===== src/rtl/switch_allocator_if.sv =====
// switch_allocator_if: request/grant/select bundle between input buffers, crossbar and switch_allocator
interface switch_allocator_if;
  logic req_E, req_W, req_N, req_S, req_Inj;
  logic [2:0] dst_E, dst_W, dst_N, dst_S, dst_Inj;
  logic tail_E, tail_W, tail_N, tail_S, tail_Inj;
  logic credit_E, credit_W, credit_N, credit_S, credit_Ejec;
  logic gnt_E, gnt_W, gnt_N, gnt_S, gnt_Inj;
  logic [2:0] S_E, S_W, S_N, S_S, S_Ejec;
  modport master (
    output req_E, req_W, req_N, req_S, req_Inj,
    output dst_E, dst_W, dst_N, dst_S, dst_Inj,
    output tail_E, tail_W, tail_N, tail_S, tail_Inj,
    output credit_E, credit_W, credit_N, credit_S, credit_Ejec,
    input gnt_E, gnt_W, gnt_N, gnt_S, gnt_Inj,
    input S_E, S_W, S_N, S_S, S_Ejec
  );
  modport slave (
    input req_E, req_W, req_N, req_S, req_Inj,
    input dst_E, dst_W, dst_N, dst_S, dst_Inj,
    input tail_E, tail_W, tail_N, tail_S, tail_Inj,
    input credit_E, credit_W, credit_N, credit_S, credit_Ejec,
    output gnt_E, gnt_W, gnt_N, gnt_S, gnt_Inj,
    output S_E, S_W, S_N, S_S, S_Ejec
  );
endinterface


===== src/rtl/switch_allocator.sv =====
// switch_allocator: 5x5 wormhole round-robin switch allocator; define SA_CREDIT_EN for per-output credit gating
module switch_allocator #(
  parameter int BUF_DEPTH = 4
) (
  input logic clk,
  input logic rst,
  switch_allocator_if.slave bus
);
  typedef enum logic {FREE, LOCKED} lock_t;
  lock_t st [5];
  logic [4:0] req, tail, credit, gnt, win_v, elig, ok;
  logic [2:0] dst [5];
  logic [2:0] sel [5];
  logic [2:0] owner [5];
  logic [2:0] rr [5];
  logic [2:0] win [5];
  function automatic logic [2:0] inc5(input logic [2:0] a, input logic [2:0] k);
    logic [3:0] s;
    s = {1'b0, a} + {1'b0, k};
    return s >= 4'd5 ? 3'(s - 4'd5) : s[2:0];
  endfunction
  assign req = {bus.req_Inj, bus.req_S, bus.req_N, bus.req_W, bus.req_E};
  assign tail = {bus.tail_Inj, bus.tail_S, bus.tail_N, bus.tail_W, bus.tail_E};
  assign credit = {bus.credit_Ejec, bus.credit_S, bus.credit_N, bus.credit_W, bus.credit_E};
  assign dst = '{bus.dst_E, bus.dst_W, bus.dst_N, bus.dst_S, bus.dst_Inj};
  assign {bus.gnt_Inj, bus.gnt_S, bus.gnt_N, bus.gnt_W, bus.gnt_E} = gnt;
  assign bus.S_E = sel[0];
  assign bus.S_W = sel[1];
  assign bus.S_N = sel[2];
  assign bus.S_S = sel[3];
  assign bus.S_Ejec = sel[4];
  always_comb begin
    win_v = '0;
    elig = '0;
    gnt = '0;
    for (int o = 0; o < 5; o++) begin
      win[o] = owner[o];
      sel[o] = 3'd7;
      if (st[o] == LOCKED)
        win_v[o] = req[owner[o]] && dst[owner[o]] == 3'(o);
      else
        for (int k = 4; k >= 0; k--)
          if (req[inc5(rr[o], 3'(k))] && dst[inc5(rr[o], 3'(k))] == 3'(o)) begin
            win_v[o] = 1'b1;
            win[o] = inc5(rr[o], 3'(k));
          end
      elig[o] = win_v[o] && ok[o] && !rst;
      if (elig[o]) begin
        sel[o] = win[o];
        gnt[win[o]] = 1'b1;
      end
    end
  end
  always_ff @(posedge clk)
    if (rst) begin
      st <= '{default: FREE};
      owner <= '{default: 3'd0};
      rr <= '{default: 3'd0};
    end else
      for (int o = 0; o < 5; o++)
        if (elig[o]) begin
          if (tail[win[o]]) begin
            st[o] <= FREE;
            rr[o] <= inc5(win[o], 3'd1);
          end else if (st[o] == FREE) begin
            st[o] <= LOCKED;
            owner[o] <= win[o];
          end
        end
`ifdef SA_CREDIT_EN
  localparam int CW = $clog2(BUF_DEPTH + 1);
  logic [CW-1:0] cnt [5];
  always_ff @(posedge clk)
    if (rst) cnt <= '{default: CW'(BUF_DEPTH)};
    else
      for (int o = 0; o < 5; o++)
        if (elig[o] && !credit[o]) cnt[o] <= cnt[o] - CW'(1);
        else if (credit[o] && !elig[o] && cnt[o] != CW'(BUF_DEPTH)) cnt[o] <= cnt[o] + CW'(1);
  always_comb begin
    ok = '0;
    for (int o = 0; o < 5; o++) ok[o] = cnt[o] != '0;
  end
`else
  logic unused_credit;
  assign ok = '1;
  assign unused_credit = ^{credit, 32'(BUF_DEPTH)};
`endif
endmodule


===== src/flat_wrapper.sv =====
// flat-port wrapper written by rule: the top's interface ports become plain ports
module switch_allocator_flat 
#(
  parameter int BUF_DEPTH = 4
)
  (clk, rst, bus_req_E, bus_req_W, bus_req_N, bus_req_S, bus_req_Inj, bus_dst_E, bus_dst_W, bus_dst_N, bus_dst_S, bus_dst_Inj, bus_tail_E, bus_tail_W, bus_tail_N, bus_tail_S, bus_tail_Inj, bus_credit_E, bus_credit_W, bus_credit_N, bus_credit_S, bus_credit_Ejec, bus_gnt_E, bus_gnt_W, bus_gnt_N, bus_gnt_S, bus_gnt_Inj, bus_S_E, bus_S_W, bus_S_N, bus_S_S, bus_S_Ejec);
  switch_allocator_if bus_i ();
  input logic clk;
  input logic rst;
  input wire logic [$bits(bus_i.req_E)-1:0] bus_req_E;
  input wire logic [$bits(bus_i.req_W)-1:0] bus_req_W;
  input wire logic [$bits(bus_i.req_N)-1:0] bus_req_N;
  input wire logic [$bits(bus_i.req_S)-1:0] bus_req_S;
  input wire logic [$bits(bus_i.req_Inj)-1:0] bus_req_Inj;
  input wire logic [$bits(bus_i.dst_E)-1:0] bus_dst_E;
  input wire logic [$bits(bus_i.dst_W)-1:0] bus_dst_W;
  input wire logic [$bits(bus_i.dst_N)-1:0] bus_dst_N;
  input wire logic [$bits(bus_i.dst_S)-1:0] bus_dst_S;
  input wire logic [$bits(bus_i.dst_Inj)-1:0] bus_dst_Inj;
  input wire logic [$bits(bus_i.tail_E)-1:0] bus_tail_E;
  input wire logic [$bits(bus_i.tail_W)-1:0] bus_tail_W;
  input wire logic [$bits(bus_i.tail_N)-1:0] bus_tail_N;
  input wire logic [$bits(bus_i.tail_S)-1:0] bus_tail_S;
  input wire logic [$bits(bus_i.tail_Inj)-1:0] bus_tail_Inj;
  input wire logic [$bits(bus_i.credit_E)-1:0] bus_credit_E;
  input wire logic [$bits(bus_i.credit_W)-1:0] bus_credit_W;
  input wire logic [$bits(bus_i.credit_N)-1:0] bus_credit_N;
  input wire logic [$bits(bus_i.credit_S)-1:0] bus_credit_S;
  input wire logic [$bits(bus_i.credit_Ejec)-1:0] bus_credit_Ejec;
  output wire logic [$bits(bus_i.gnt_E)-1:0] bus_gnt_E;
  output wire logic [$bits(bus_i.gnt_W)-1:0] bus_gnt_W;
  output wire logic [$bits(bus_i.gnt_N)-1:0] bus_gnt_N;
  output wire logic [$bits(bus_i.gnt_S)-1:0] bus_gnt_S;
  output wire logic [$bits(bus_i.gnt_Inj)-1:0] bus_gnt_Inj;
  output wire logic [$bits(bus_i.S_E)-1:0] bus_S_E;
  output wire logic [$bits(bus_i.S_W)-1:0] bus_S_W;
  output wire logic [$bits(bus_i.S_N)-1:0] bus_S_N;
  output wire logic [$bits(bus_i.S_S)-1:0] bus_S_S;
  output wire logic [$bits(bus_i.S_Ejec)-1:0] bus_S_Ejec;
  assign bus_i.req_E = bus_req_E;
  assign bus_i.req_W = bus_req_W;
  assign bus_i.req_N = bus_req_N;
  assign bus_i.req_S = bus_req_S;
  assign bus_i.req_Inj = bus_req_Inj;
  assign bus_i.dst_E = bus_dst_E;
  assign bus_i.dst_W = bus_dst_W;
  assign bus_i.dst_N = bus_dst_N;
  assign bus_i.dst_S = bus_dst_S;
  assign bus_i.dst_Inj = bus_dst_Inj;
  assign bus_i.tail_E = bus_tail_E;
  assign bus_i.tail_W = bus_tail_W;
  assign bus_i.tail_N = bus_tail_N;
  assign bus_i.tail_S = bus_tail_S;
  assign bus_i.tail_Inj = bus_tail_Inj;
  assign bus_i.credit_E = bus_credit_E;
  assign bus_i.credit_W = bus_credit_W;
  assign bus_i.credit_N = bus_credit_N;
  assign bus_i.credit_S = bus_credit_S;
  assign bus_i.credit_Ejec = bus_credit_Ejec;
  assign bus_gnt_E = bus_i.gnt_E;
  assign bus_gnt_W = bus_i.gnt_W;
  assign bus_gnt_N = bus_i.gnt_N;
  assign bus_gnt_S = bus_i.gnt_S;
  assign bus_gnt_Inj = bus_i.gnt_Inj;
  assign bus_S_E = bus_i.S_E;
  assign bus_S_W = bus_i.S_W;
  assign bus_S_N = bus_i.S_N;
  assign bus_S_S = bus_i.S_S;
  assign bus_S_Ejec = bus_i.S_Ejec;
  switch_allocator #(.BUF_DEPTH(BUF_DEPTH)) u_core (.clk(clk), .rst(rst), .bus(bus_i));
endmodule

===== config.mk =====
export PLATFORM = sky130hd
export DESIGN_NAME = switch_allocator_flat
export DESIGN_NICKNAME = d
export VERILOG_FILES = /design/src/rtl/switch_allocator_if.sv /design/src/rtl/switch_allocator.sv /design/src/flat_wrapper.sv
export SDC_FILE = /design/constraint.sdc
export NUM_CORES = 1
export LEC_CHECK = 0
export ABC_AREA = 1
export BUFFER_PORTS_ARGS = -buffer_cell sky130_fd_sc_hd__buf_2
export CAP_MARGIN = 0
export CORE_ASPECT_RATIO = 0.6
export CORE_UTILIZATION = 45
export DETAILED_ROUTE_END_ITERATION = 12
export PLACE_DENSITY = 0.67
export REMOVE_ABC_BUFFERS = 1
export SYNTH_ARGS = -nofsm -noshare
export SYNTH_HDL_FRONTEND = slang
export SYNTH_SLANG_ARGS = --single-unit

===== constraint.sdc =====
create_clock -name clk -period 5 [get_ports clk]
set_clock_uncertainty 0.05 [all_clocks]
set_input_delay 1.5 -clock clk [delete_from_list [all_inputs] [get_ports clk]]
set_output_delay 1.5 -clock clk [all_outputs]
set_load 0.05 [all_outputs]

After elaboration in Yosys (flattened, before gate mapping). Cells that the tools add are included.

Add/subtract/negate cells: 55. Multipliers: 0. Divide/modulo/power cells: 0. Order comparisons: 100. Equal/unequal tests: 24. Shift operators: 0. Muxes and demuxes: 275. Bitwise operators: 44. Reduce and logical (&&, ||, !) cells: 57.

Operators by type and width (number): 3-bit two-way mux (125); 3-bit binary-select mux with 3-bit select (30); 3-bit by 4-bit < comparator with 1-bit output (second input constant) (35); 4-bit greater-or-equal comparator (second input constant) (30); 3-bit NOT with 4-bit output (30); 1-bit binary-select mux with 3-bit select (35); 4-bit by 3-bit greater-or-equal comparator with 1-bit output (second input constant) (25); 3-bit subtractor (second input constant) (30); 1-bit two-way mux (75); 3-bit by 1-bit adder with 4-bit output (second input constant) (10); 3-bit by 2-bit adder with 4-bit output (second input constant) (10); 1-bit logical AND (40); 3-bit by 2-bit == test with 1-bit output (second input constant) (12); 5-bit two-way mux (5); 3-bit by 3-bit adder with 4-bit output (second input constant) (5); 5-bit bitwise OR (4); 3-bit by 1-bit == test with 1-bit output (second input constant) (6); 3-bit == test (second input constant) (6); 3-bit zero test (6); 1-bit demux with 3-bit select (5); 3-bit by 1-bit greater-or-equal comparator with 1-bit output (second input constant) (5); 3-bit greater-or-equal comparator (second input constant) (5); 3-bit AND reduction (5); 1-bit NOT (10); other kinds (2) (6).

Register bits after elaboration: 35. Latch bits: 0. Memory bits (writable): 0. Memory bits (read-only): 0. Input bits: 32. Output and inout port bits: 20. Word-level logic and storage cells: 570. Memories: 0.

Longest topological paths before layout. Gate-level depths: netlist of run 1.

Word-level depth: 28. Mapped depth: 34. Mapped depth without buffers: 33.

Worst setup path after synthesis of run 1. Ideal clock, no wire load.

Kind: in2out. From: input bus_req_E. To: output bus_gnt_E. Arrival time: 4.127 ns. Data required time: 3.450 ns. Setup slack: -0.677 ns. Stages on the path: 15. Buffers on the path: 1. Cell sequence: clkbuf_1 nand3_1 inv_1 nand2_1 nand2_1 nand2_1 nand2_1 nand2_1 nand2_2 inv_2 nand4_1 nor4_1 nor3_4 nand2_1 o2111ai_1.

Longest elaborated chain between the ends: 22. Elaborated cells between the ends (all ways): 189. Classes of those cells: order compare: 10; mux: 135; bitwise: 4; reduce/logical: 40.

RTL lines: start: declaration (line flat_wrapper.sv:10) `input wire logic [$bits(bus_i.req_E)-1:0] bus_req_E;`; 1-bit binary-select mux with 3-bit select (line switch_allocator.sv:43) `if (req[inc5(rr[o], 3'(k))] && dst[inc5(rr[o], 3'(k))] == 3'(o)) begin`; 1-bit two-way mux (not written as such) (line switch_allocator.sv:43); 1-bit logical AND (line switch_allocator.sv:43); 3-bit two-way mux (5 in series) (line switch_allocator.sv:43); 3-bit two-way mux (line switch_allocator.sv:39) `if (st[o] == LOCKED)`; 3-bit by 4-bit < comparator with 1-bit output (not written as such) / 3-bit by 1-bit greater-or-equal comparator with 1-bit output (equally long branches) (line switch_allocator.sv:50) `gnt[win[o]] = 1'b1;`; 1-bit logical AND (not written as such) (line switch_allocator.sv:50); 1-bit two-way mux (not written as such) (line switch_allocator.sv:50); (+2 left out); 5-bit bitwise OR (no source line); 5-bit two-way mux (line switch_allocator.sv:48) `if (elig[o]) begin`; 5-bit bitwise OR (no source line); 5-bit two-way mux (line switch_allocator.sv:48); 5-bit bitwise OR (no source line); 5-bit two-way mux (line switch_allocator.sv:48); 5-bit bitwise OR (no source line); 5-bit two-way mux (*) (line switch_allocator.sv:48); end: declaration (line flat_wrapper.sv:30) `output wire logic [$bits(bus_i.gnt_E)-1:0] bus_gnt_E;`.

Every way passes the cells marked *; elsewhere a longest branch is shown, timed or not. The select of a mux whose other input is x is not followed.

Final worst setup path of run 1.
From: input bus_dst_S[0]. To: output bus_gnt_E.

Longest elaborated chain between the ends: 24. Elaborated cells between the ends (all ways): 249. Classes of those cells: order compare: 10; eq/ne: 24; mux: 165; bitwise: 4; reduce/logical: 46.

RTL lines: start: declaration (line flat_wrapper.sv:18) `input wire logic [$bits(bus_i.dst_S)-1:0] bus_dst_S;`; 3-bit binary-select mux with 3-bit select (line switch_allocator.sv:43); 3-bit two-way mux (not written as such) (2 in series) (line switch_allocator.sv:43); 3-bit zero test (line switch_allocator.sv:43); 1-bit logical AND (line switch_allocator.sv:43); 3-bit two-way mux (5 in series) (line switch_allocator.sv:43); 3-bit two-way mux (line switch_allocator.sv:39); 3-bit by 4-bit < comparator with 1-bit output (not written as such) / 3-bit by 1-bit greater-or-equal comparator with 1-bit output (equally long branches) (line switch_allocator.sv:50); 1-bit logical AND (not written as such) (line switch_allocator.sv:50); (+3 left out); 5-bit bitwise OR (no source line); 5-bit two-way mux (line switch_allocator.sv:48); 5-bit bitwise OR (no source line); 5-bit two-way mux (line switch_allocator.sv:48); 5-bit bitwise OR (no source line); 5-bit two-way mux (line switch_allocator.sv:48); 5-bit bitwise OR (no source line); 5-bit two-way mux (*) (line switch_allocator.sv:48).

Marks and branches as above.

==> metrics.md, run 1 <==
| Metric | Value |
|---|---|
| Worst hold slack | `0.4903 ns` |
| Final setup fails | `20` |
| DPL Wire Length | `22.66 mm` |
| CP Capture Type | `output port` |
| Routed Antenna Nets | `0` |
| Largest net degree at the start of global routing | `29` |
| Area delta synth->final | `54.43%` |
| Vias in the first global route | `9728` |
| Largest fanout on the critical path | `4` |
| Setup Crit Path Kind | `input pin to output port` |
| CTS H-tree lvls | `2` |
| Detailed Routing Iterations Pass 1 | `7` |
| Sequential share of the synthesized area | `8.593%` |
| Post-synth EDFFs | `0` |
| Root Buffer | `clkbuf_16` |
| Clock period minus worst slack | `5.512 ns` |
| Worst path arrival time | `3.96 ns` |
| Final hold violation count | `0` |
| Most used DFF post-synth | `dfxtp_1` |
| Final Max Tran Viols | `0` |
| Crit start category | `input pin` |
| Final period utilization | `110.2%` |
| Worst Hold Depth | `2` |
| Post-Syn Area | `0.008154 sq mm` |
| Core ar. | `0.01741 sq mm` |
| Worst slew margin | `62.81%` |
| WP data required | `3.45 ns` |
| Most frequent cells in the layout | `399 x nand2_1, 236 x buf_4, 157 x inv_1` |
| Synth Register Bits | `35` |
| Failing checks | `setup timing` |
| R2R cell count | `32` |
| IO Count | `52` |
| Later-pin clock latency in the skew report | `0.29 ns` |
| CP max stage cell | `a22oi_2` |
| RSZ-0062 raised after global routing | `yes` |
| Die H | `106.3 um` |
| Layout cell share with drive strength beyond 1 | `40.01%` |
| Port Buf Inserts | `46` |
| Critical Path Max Stage Delay | `0.25 ns` |
| Initial antenna violation count | `0` |
| Clock slew at reported path FFs | `0.06 ns` |
| Highest Clock Rate | `0.1814 GHz` |
| Tot GR Track Use | `32.28%` |
| Die area | `0.01868 sq mm` |
| Num CTS Buffers | `5` |
| GR Overflow Total | `0` |
| Drt drc | `0` |
| Hold Crit Class | `flop to flop` |
| Synth cell types | `60` |
| Starting utilization of the core area | `46.84%` |
| Longest Clk Path Bufs | `2` |
| Average vias per placed instance | `5.594` |
| CTS sink cnt | `35` |
| Area contributors post-synth | `nand2_1 22%, nand3_1 10%, inv_1 8.7%` |
| # hold bufs at CTS | `0` |
| Syn. warnings | `0` |
| Final nets | `1871` |
| CTS tree | `yes` |
| Per-cell routed wire length | `16.59 um` |
| Diode count | `0` |
| Top-area cell type share of the netlist area | `21.68%` |
| Most frequent CP cell | `nand2_2` |
| MaxCap Viol Count | `0` |
| Routed Wire Length | `33.45 mm` |
| # rows | `37` |
| Crit-path cells | `buf_4 -> buf_6 -> nand4_1 -> inv_2 -> o211ai_1 -> nand2_1 -> nand2_2 -> inv_2 -> buf_4 -> nor2_1 -> nand2_1 -> nand3_1 -> nand2_2 -> nand2_1 -> nand2_2 -> nand2_2 -> inv_2 -> a22oi_2 -> o2111ai_2 -> buf_6` |
| Worst-margin pin slew | `0.5579 ns` |
| Commonest non-fill, non-tap cell in the layout | `nand2_1` |
| Status | `finished with violations` |
| Post-synth top area cell | `nand2_1` |
| Post-Synthesis Cells | `1448` |
| Initial drt markers | `1319` |
| Placer Congestion | `0.9514` |
| Fraction of registers with async set/reset | `0%` |
| Synth Area per Inst | `5.631 sq um` |
| First-pass GRT wire length | `48.65 mm` |
| Die X | `175.8 um` |
| Worst setup margin | `-0.5120 ns` |
| Total vias in the final route | `11280` |
==> worst max-delay path, delay by kind of cell <==
family / cells / cell delay, ns
AOI/OAI and AO/OA: 3 / 0.65
and+or+nand+nor: 10 / 1.03
buffers and inverters: 7 / 0.76
==> per-layer routing <==
layer	GRT usage [%]	vias up	share of wire [%]
met5	0	-	0
met3	5.937	166	11
met4	9.938	0	4.9
met1	45.42	5131	42
li1	-	5366	-
met2	49.44	614	43
==> logic make-up (layout without fill, tap and decap cells) <==
group / count (synthesis) / after routing / synth area share [%]
AND/OR/NAND/NOR: 894 / 894 / 50.85
buffers and inverters: 243 / 577 / 11.82
AO/OA/AOI/OAI: 190 / 190 / 15.68
adder cells (fa/ha/maj): 58 / 58 / 9.360
flip-flops: 35 / 35 / 8.593
XOR/XNOR: 28 / 28 / 3.698
==> area by class of cell <==
class / count / area [sq um]
clock buffer: 8 / 156.4
fill: 1365 / 4815
sequential: 35 / 700.7
inverter: 230 / 900.9
tap: 234 / 292.8
timing repair buffer: 339 / 2944
multi-input combinational: 1170 / 7597
==> cell usage after synthesis, types with 10 or more instances <==
cell type / n
a21oi_1: 45
dfxtp_1: 35
ha_1: 53
inv_1: 188
inv_2: 32
nand2_1: 471
nand2_2: 37
nand2_4: 12
nand3_1: 163
nand3_2: 21
nand4_1: 33
nor2_1: 107
nor2_2: 10
nor3_1: 16
o211ai_1: 23
o21ai_0: 34
o21ai_1: 25
o21ai_2: 14
xor2_1: 18
==> state kept, by name, summed over array words and instances, names as in the netlist <==
signal	cells
u_core.owner	15
u_core.st	5
u_core.rr	15
==> final timing paths <==
kind	startpoint	end	slack, ns
setup / recovery	bus_dst_S[0]	bus_gnt_E	-0.51
hold / removal	u_core.owner[7]	u_core.owner[7]	0.49
setup reg to reg	u_core.rr[7]	u_core.owner[8]	0.33
hold reg to reg	u_core.owner[7]	u_core.owner[7]	0.49
==> per-stage QoR <==
step | setup slack (ns) | area, sq um | util [%] | std cells | TNS, ns
after floorplan | -0.9442 | 8058 | - | 1435 | -3.802
after global placement | -0.6520 | 10260 | 58.94 | 1937 | -6.607
after detailed placement | -0.6827 | 10260 | 58.94 | 1937 | -7.011
after CTS | -0.2758 | 11590 | 66.58 | 1992 | -2.432
after global routing | -0.5902 | 12590 | 72.34 | 2016 | -6.573
final | -0.5120 | 12590 | 72.34 | 2016 | -4.340
==> repair_timing <==
| item | 4_1_cts | 5_1_grt |
|---|---|---|
| setup endpoints to repair | 20 | 27 |
| pin swaps | 89 | 115 |
| buffers inserted | 50 | 38 |
| gates resized for setup | 237 | 214 |
Power of run 1 is not shown: default switching activity piles up to over one toggle a cycle in this logic, so the estimate is an artifact.
==> inputs of run 2 (changes only) <==
--- a/config.mk
+++ b/config.mk
@@ -12,7 +12,6 @@
 export CORE_UTILIZATION = 45
 export DETAILED_ROUTE_END_ITERATION = 12
 export PLACE_DENSITY = 0.67
-export REMOVE_ABC_BUFFERS = 1
 export SYNTH_ARGS = -nofsm -noshare
 export SYNTH_HDL_FRONTEND = slang
 export SYNTH_SLANG_ARGS = --single-unit
==> metrics.md, run 2 (synthesis gave the netlist of run 1 again) <==
| Metric | Value |
|---|---|
| Later-pin clock latency in the skew report | `0.29 ns` |
| RSZ-0062 raised after global routing | `yes` |
| Vias in the first global route | `9730` |
| Final period utilization | `108.7%` |
| CP Capture Type | `output port` |
| Final nets | `1836` |
| Tot GR Track Use | `32.90%` |
| CTS sink cnt | `35` |
| WP data required | `3.45 ns` |
| GR Overflow Total | `0` |
| Drt drc | `0` |
| Largest net degree at the start of global routing | `26` |
| Area delta synth->final | `51.50%` |
| Failing checks | `setup timing` |
| First-pass GRT wire length | `49.13 mm` |
| Core ar. | `0.01741 sq mm` |
| DP Worst Slack | `-0.7082 ns` |
| Detailed Routing Iterations Pass 1 | `5` |
| Placed cells | `1914` |
| CTS tree | `yes` |
| Routed Wire Length | `32.71 mm` |
| Crit start category | `input pin` |
| Total vias in the final route | `11070` |
| CTS H-tree lvls | `2` |
| Die X | `175.8 um` |
| Average vias per placed instance | `5.586` |
| Num CTS Buffers | `5` |
| Placer Congestion | `1.014` |
| Largest fanout on the critical path | `5` |
| Initial antenna violation count | `0` |
| Die area | `0.01868 sq mm` |
| Worst path arrival time | `3.88 ns` |
| Final cell count without fillers | `1981` |
| Worst-margin pin slew | `0.5951 ns` |
| Worst slew margin | `59.91%` |
| Fillers | `1443` |
| Final Util | `70.97%` |
| Worst setup margin | `-0.4345 ns` |
| Final Max Tran Viols | `0` |
| Regs by FF count | `u_core.owner: 15 flops, u_core.rr: 15 flops, u_core.st: 5 flops` |
| Die H | `106.3 um` |
| Setup Crit Path Kind | `input pin to output port` |
| IO Count | `52` |
| Highest Clock Rate | `0.1840 GHz` |
| Mapped Nets | `1538` |
| Starting utilization of the core area | `46.84%` |
| Diode count | `0` |
| # rows | `37` |
| DPL Wire Length | `23.72 mm` |
| Clock slew at reported path FFs | `0.06 ns` |
| Layout cell share with drive strength beyond 1 | `38.92%` |
| Initial drt markers | `1291` |
| Longest Clk Path Bufs | `2` |
| MaxCap Viol Count | `0` |
| Root Buffer | `clkbuf_16` |
| Per-cell routed wire length | `16.51 um` |
| Status | `finished with violations` |
| # hold bufs at CTS | `0` |
| Commonest non-fill, non-tap cell in the layout | `nand2_1` |
| Final setup fails | `19` |
| Hold Crit Class | `flop to flop` |
| Final hold violation count | `0` |
| Setup TNS | `-3.674 ns` |
| Port Buf Inserts | `46` |
| Most frequent cells in the layout | `396 x nand2_1, 205 x buf_4, 160 x inv_1` |
| Clock period minus worst slack | `5.435 ns` |
| Routed Antenna Nets | `0` |
run 2: cell types whose count changed in the layout (fill, tap and decap cells not counted), sizes merged:
cell    previous run  this run
buf              339       304
inv              223       222
clkinv             7        10
clkbuf             8         5
bufinv             0         1
run 2: layout make-up:
class	count	area [sq um]	area share (%)
clock buffer	5	125.1	1.013
tap	234	292.8	2.370
inverter	230	934.6	7.566
sequential	35	701.9	5.682
timing repair buffer	304	2698	21.84
clock inverter	3	43.79	0.3545
multi-input combinational	1170	7557	61.18
run 2: final timing paths:
path / startpoint / to / slack (ns) / cells past startpoint
max: bus_dst_N[0] / bus_gnt_W / -0.43 / 18
min: u_core.rr[13] / u_core.rr[13] / 0.44 / 2
max reg2reg: u_core.rr[7] / u_core.rr[7] / 0.72 / 36
min reg2reg: u_core.rr[13] / u_core.rr[13] / 0.44 / 2
run 2: worst max-delay path: stages:
cell      delay [ns]
buf_12          0.10
clkinv_8        0.05
nand4_1         0.20
buf_4           0.17
nand2_2         0.04
o211ai_1        0.14
nand2_1         0.15
a21oi_4         0.24
buf_4           0.16
nand3_1         0.13
nand2_1         0.10
nand2_1         0.06
nand2_2         0.09
nand2_4         0.09
nor2_4          0.16
nand3_1         0.14
nand4_1         0.17
buf_6           0.18
run 2: routing by layer:
metal  global-route usage [%]  vias up  part of all wire, %
met1                    48.71     5142                   45
met2                    48.14      553                   42
met5                        0        -                    0
met4                    6.087        0                  2.1
li1                         -     5300                    -
met3                    7.225       70                   10
run 2: through the flow:
step | instance area (sq um) | hold WS, ns
after floorplan | 8265 | 0.4292
after global placement | 10190 | 0.4431
after detailed placement | 10190 | 0.4471
after CTS | 11710 | 0.4569
after global routing | 12350 | 0.4814
final | 12350 | 0.4381
run 2: repair_timing:
| action | CTS | global route |
|---|---|---|
| pin swaps | 83 | 71 |
| endpoints found under the setup margin | 20 | 20 |
| buffers inserted | 46 | 16 |
| resized for setup | 283 | 140 |
Power of run 2 is left out for the same reason.
==> inputs of run 3 (changes only) <==
--- a/config.mk
+++ b/config.mk
@@ -6,7 +6,7 @@
 export NUM_CORES = 1
 export LEC_CHECK = 0
 export ABC_AREA = 1
-export BUFFER_PORTS_ARGS = -buffer_cell sky130_fd_sc_hd__buf_2
+export BUFFER_PORTS_ARGS = -buffer_cell sky130_fd_sc_hd__clkbuf_2
 export CAP_MARGIN = 0
 export CORE_ASPECT_RATIO = 0.6
 export CORE_UTILIZATION = 45
==> metrics.md, run 3 (synthesis gave the netlist of run 1 again) <==
| Metric | Value |
|---|---|
| Final setup fails | `20` |
| Regs by FF count | `u_core.owner: 15 flops, u_core.rr: 15 flops, u_core.st: 5 flops` |
| Die X | `175.8 um` |
| Fillers | `1385` |
| Worst-margin pin slew | `0.6810 ns` |
| Total vias in the final route | `10920` |
| Detailed Routing Iterations Pass 1 | `7` |
| # rows | `37` |
| CTS sink cnt | `35` |
| RR Endpoint | `u_core.rr[6]` |
| Area delta synth->final | `53.31%` |
| Worst Hold End | `u_core.owner[7]` |
| Worst reg-to-reg setup slack | `1.05 ns` |
| DPL Wire Length | `23.91 mm` |
| Later-pin clock latency in the skew report | `0.29 ns` |
| Initial antenna violation count | `0` |
| Per-cell routed wire length | `16.22 um` |
| Tot GR Track Use | `32.19%` |
| Placed cells | `1916` |
| CP Launch Point | `bus_req_W` |
| Core ar. | `0.01741 sq mm` |
| Worst setup margin | `-0.3982 ns` |
| Worst slew margin | `54.12%` |
| Layout cell share with drive strength beyond 1 | `40.50%` |
| WP data required | `3.45 ns` |
| Final period utilization | `108.0%` |
| Commonest non-fill, non-tap cell in the layout | `nand2_1` |
| Crit start category | `input pin` |
| Routed Wire Length | `32.15 mm` |
| Final nets | `1837` |
| Vias in the first global route | `9378` |
| RSZ-0062 raised after global routing | `yes` |
| # hold bufs at CTS | `0` |
| Failing checks | `setup timing` |
| Final cell count without fillers | `1982` |
| R2R cell count | `28` |
| Clock slew at reported path FFs | `0.06 ns` |
| Num CTS Buffers | `5` |
| Worst path arrival time | `3.85 ns` |
| Setup TNS | `-3.187 ns` |
| CTS H-tree lvls | `2` |
| Placer Congestion | `1.018` |
| Average vias per placed instance | `5.507` |
| Diode count | `0` |
| IO Count | `52` |
| Routed Antenna Nets | `0` |
| Mapped Nets | `1538` |
| Setup Crit Path Kind | `input pin to output port` |
| DP Worst Slack | `-0.6199 ns` |
| Final hold violation count | `0` |
| Hold Crit Class | `flop to flop` |
| Worst Hold Depth | `2` |
| Root Buffer | `clkbuf_16` |
| Die area | `0.01868 sq mm` |
| Status | `finished with violations` |
| Final Util | `71.82%` |
| Clock period minus worst slack | `5.398 ns` |
| CP Capture Type | `output port` |
| Die H | `106.3 um` |
| MaxCap Viol Count | `0` |
| Port Buf Inserts | `46` |
| Largest net degree at the start of global routing | `28` |
| Longest Clk Path Bufs | `2` |
| Most frequent cells in the layout | `387 x nand2_1, 212 x buf_4, 153 x inv_1` |
| Drt drc | `0` |
| GR Overflow Total | `0` |
| Final Max Tran Viols | `0` |
| Initial drt markers | `1062` |
| Reg2reg start | `u_core.rr[6]` |
| Largest fanout on the critical path | `4` |
| Starting utilization of the core area | `46.84%` |
| Worst min-delay path startpoint | `u_core.owner[7]` |
| CTS tree | `yes` |
| First-pass GRT wire length | `47.88 mm` |
| Highest Clock Rate | `0.1852 GHz` |
## run 3: cell count changes in the layout (fill, tap and decap cells not counted), moves of 7 or more
cell and delta:
buf_4 +7, nand2_2 +7, nand2_1 -9, clkbuf_2 +9
inv_1 -7, buf_2 -9, inv_2 +11, buf_6 -11
nand3_1 -8, nand3_2 +13
## run 3: area by class of cell
type	instances	area (sq um)	share of cell area (%)
clock inverters	3	43.79	0.3503
flip-flops and latches	35	700.7	5.605
inverters	230	914.6	7.317
multi-input cells	1170	7655	61.24
well taps	234	292.8	2.342
clock buffers	5	125.1	1.001
repair buffers	305	2769	22.15
## run 3: how the worst max path moves through the flow
stage | to | slack (ns) | cells after the start
final | bus_gnt_W | -0.40 | 24
after global routing | bus_gnt_W | -0.53 | 24
after CTS | bus_gnt_W | -0.28 | 17
after detailed placement | bus_gnt_N | -0.62 | 20
after global placement | bus_gnt_S | -0.59 | 19
after floorplan | bus_gnt_W | -0.11 | 18
## run 3: what timing repair did
| action | CTS | global route |
|---|---|---|
| setup buffers | 27 | 37 |
| pin swaps | 61 | 138 |
| gates resized for setup | 177 | 256 |
| endpoints found under the setup margin | 20 | 20 |
## run 3: through the flow
stage                     instance area, sq um  hold WS [ns]
after floorplan                           8265        0.4292
after global routing                     12500        0.5015
after detailed placement                 10360        0.4761
after global placement                   10360        0.4746
after CTS                                11410        0.4847
final                                    12500        0.4865
## run 3: worst max-delay path, cell delays in order
cell and delay (ns):
clkbuf_16 0.13, inv_16 0.04, nor2_4 0.11, buf_6 0.12
nand3_4 0.11, nand2_2 0.11, nand3_2 0.08, nand2_2 0.11
nand2_4 0.08, nand2_4 0.09, nand2_2 0.06, nand2_2 0.07
nand3_2 0.07, nand3_2 0.08, nand2_2 0.05, nand2_2 0.08
nand2_2 0.05, nand2_2 0.09, nand2_4 0.07, buf_6 0.13
nor3_4 0.21, a31oi_2 0.06, nand4_1 0.19, buf_12 0.16
## run 3: routing by layer
metal / vias to the layer above / track usage, % / part of all wire [%]
li1: 5317 / - / -
met1: 5010 / 48.34 / 46
met2: 536 / 44.83 / 41
met3: 52 / 9.120 / 12
met4: 0 / 5.404 / 1.8
met5: - / 0 / 0
Power of run 3 is left out for the same reason.
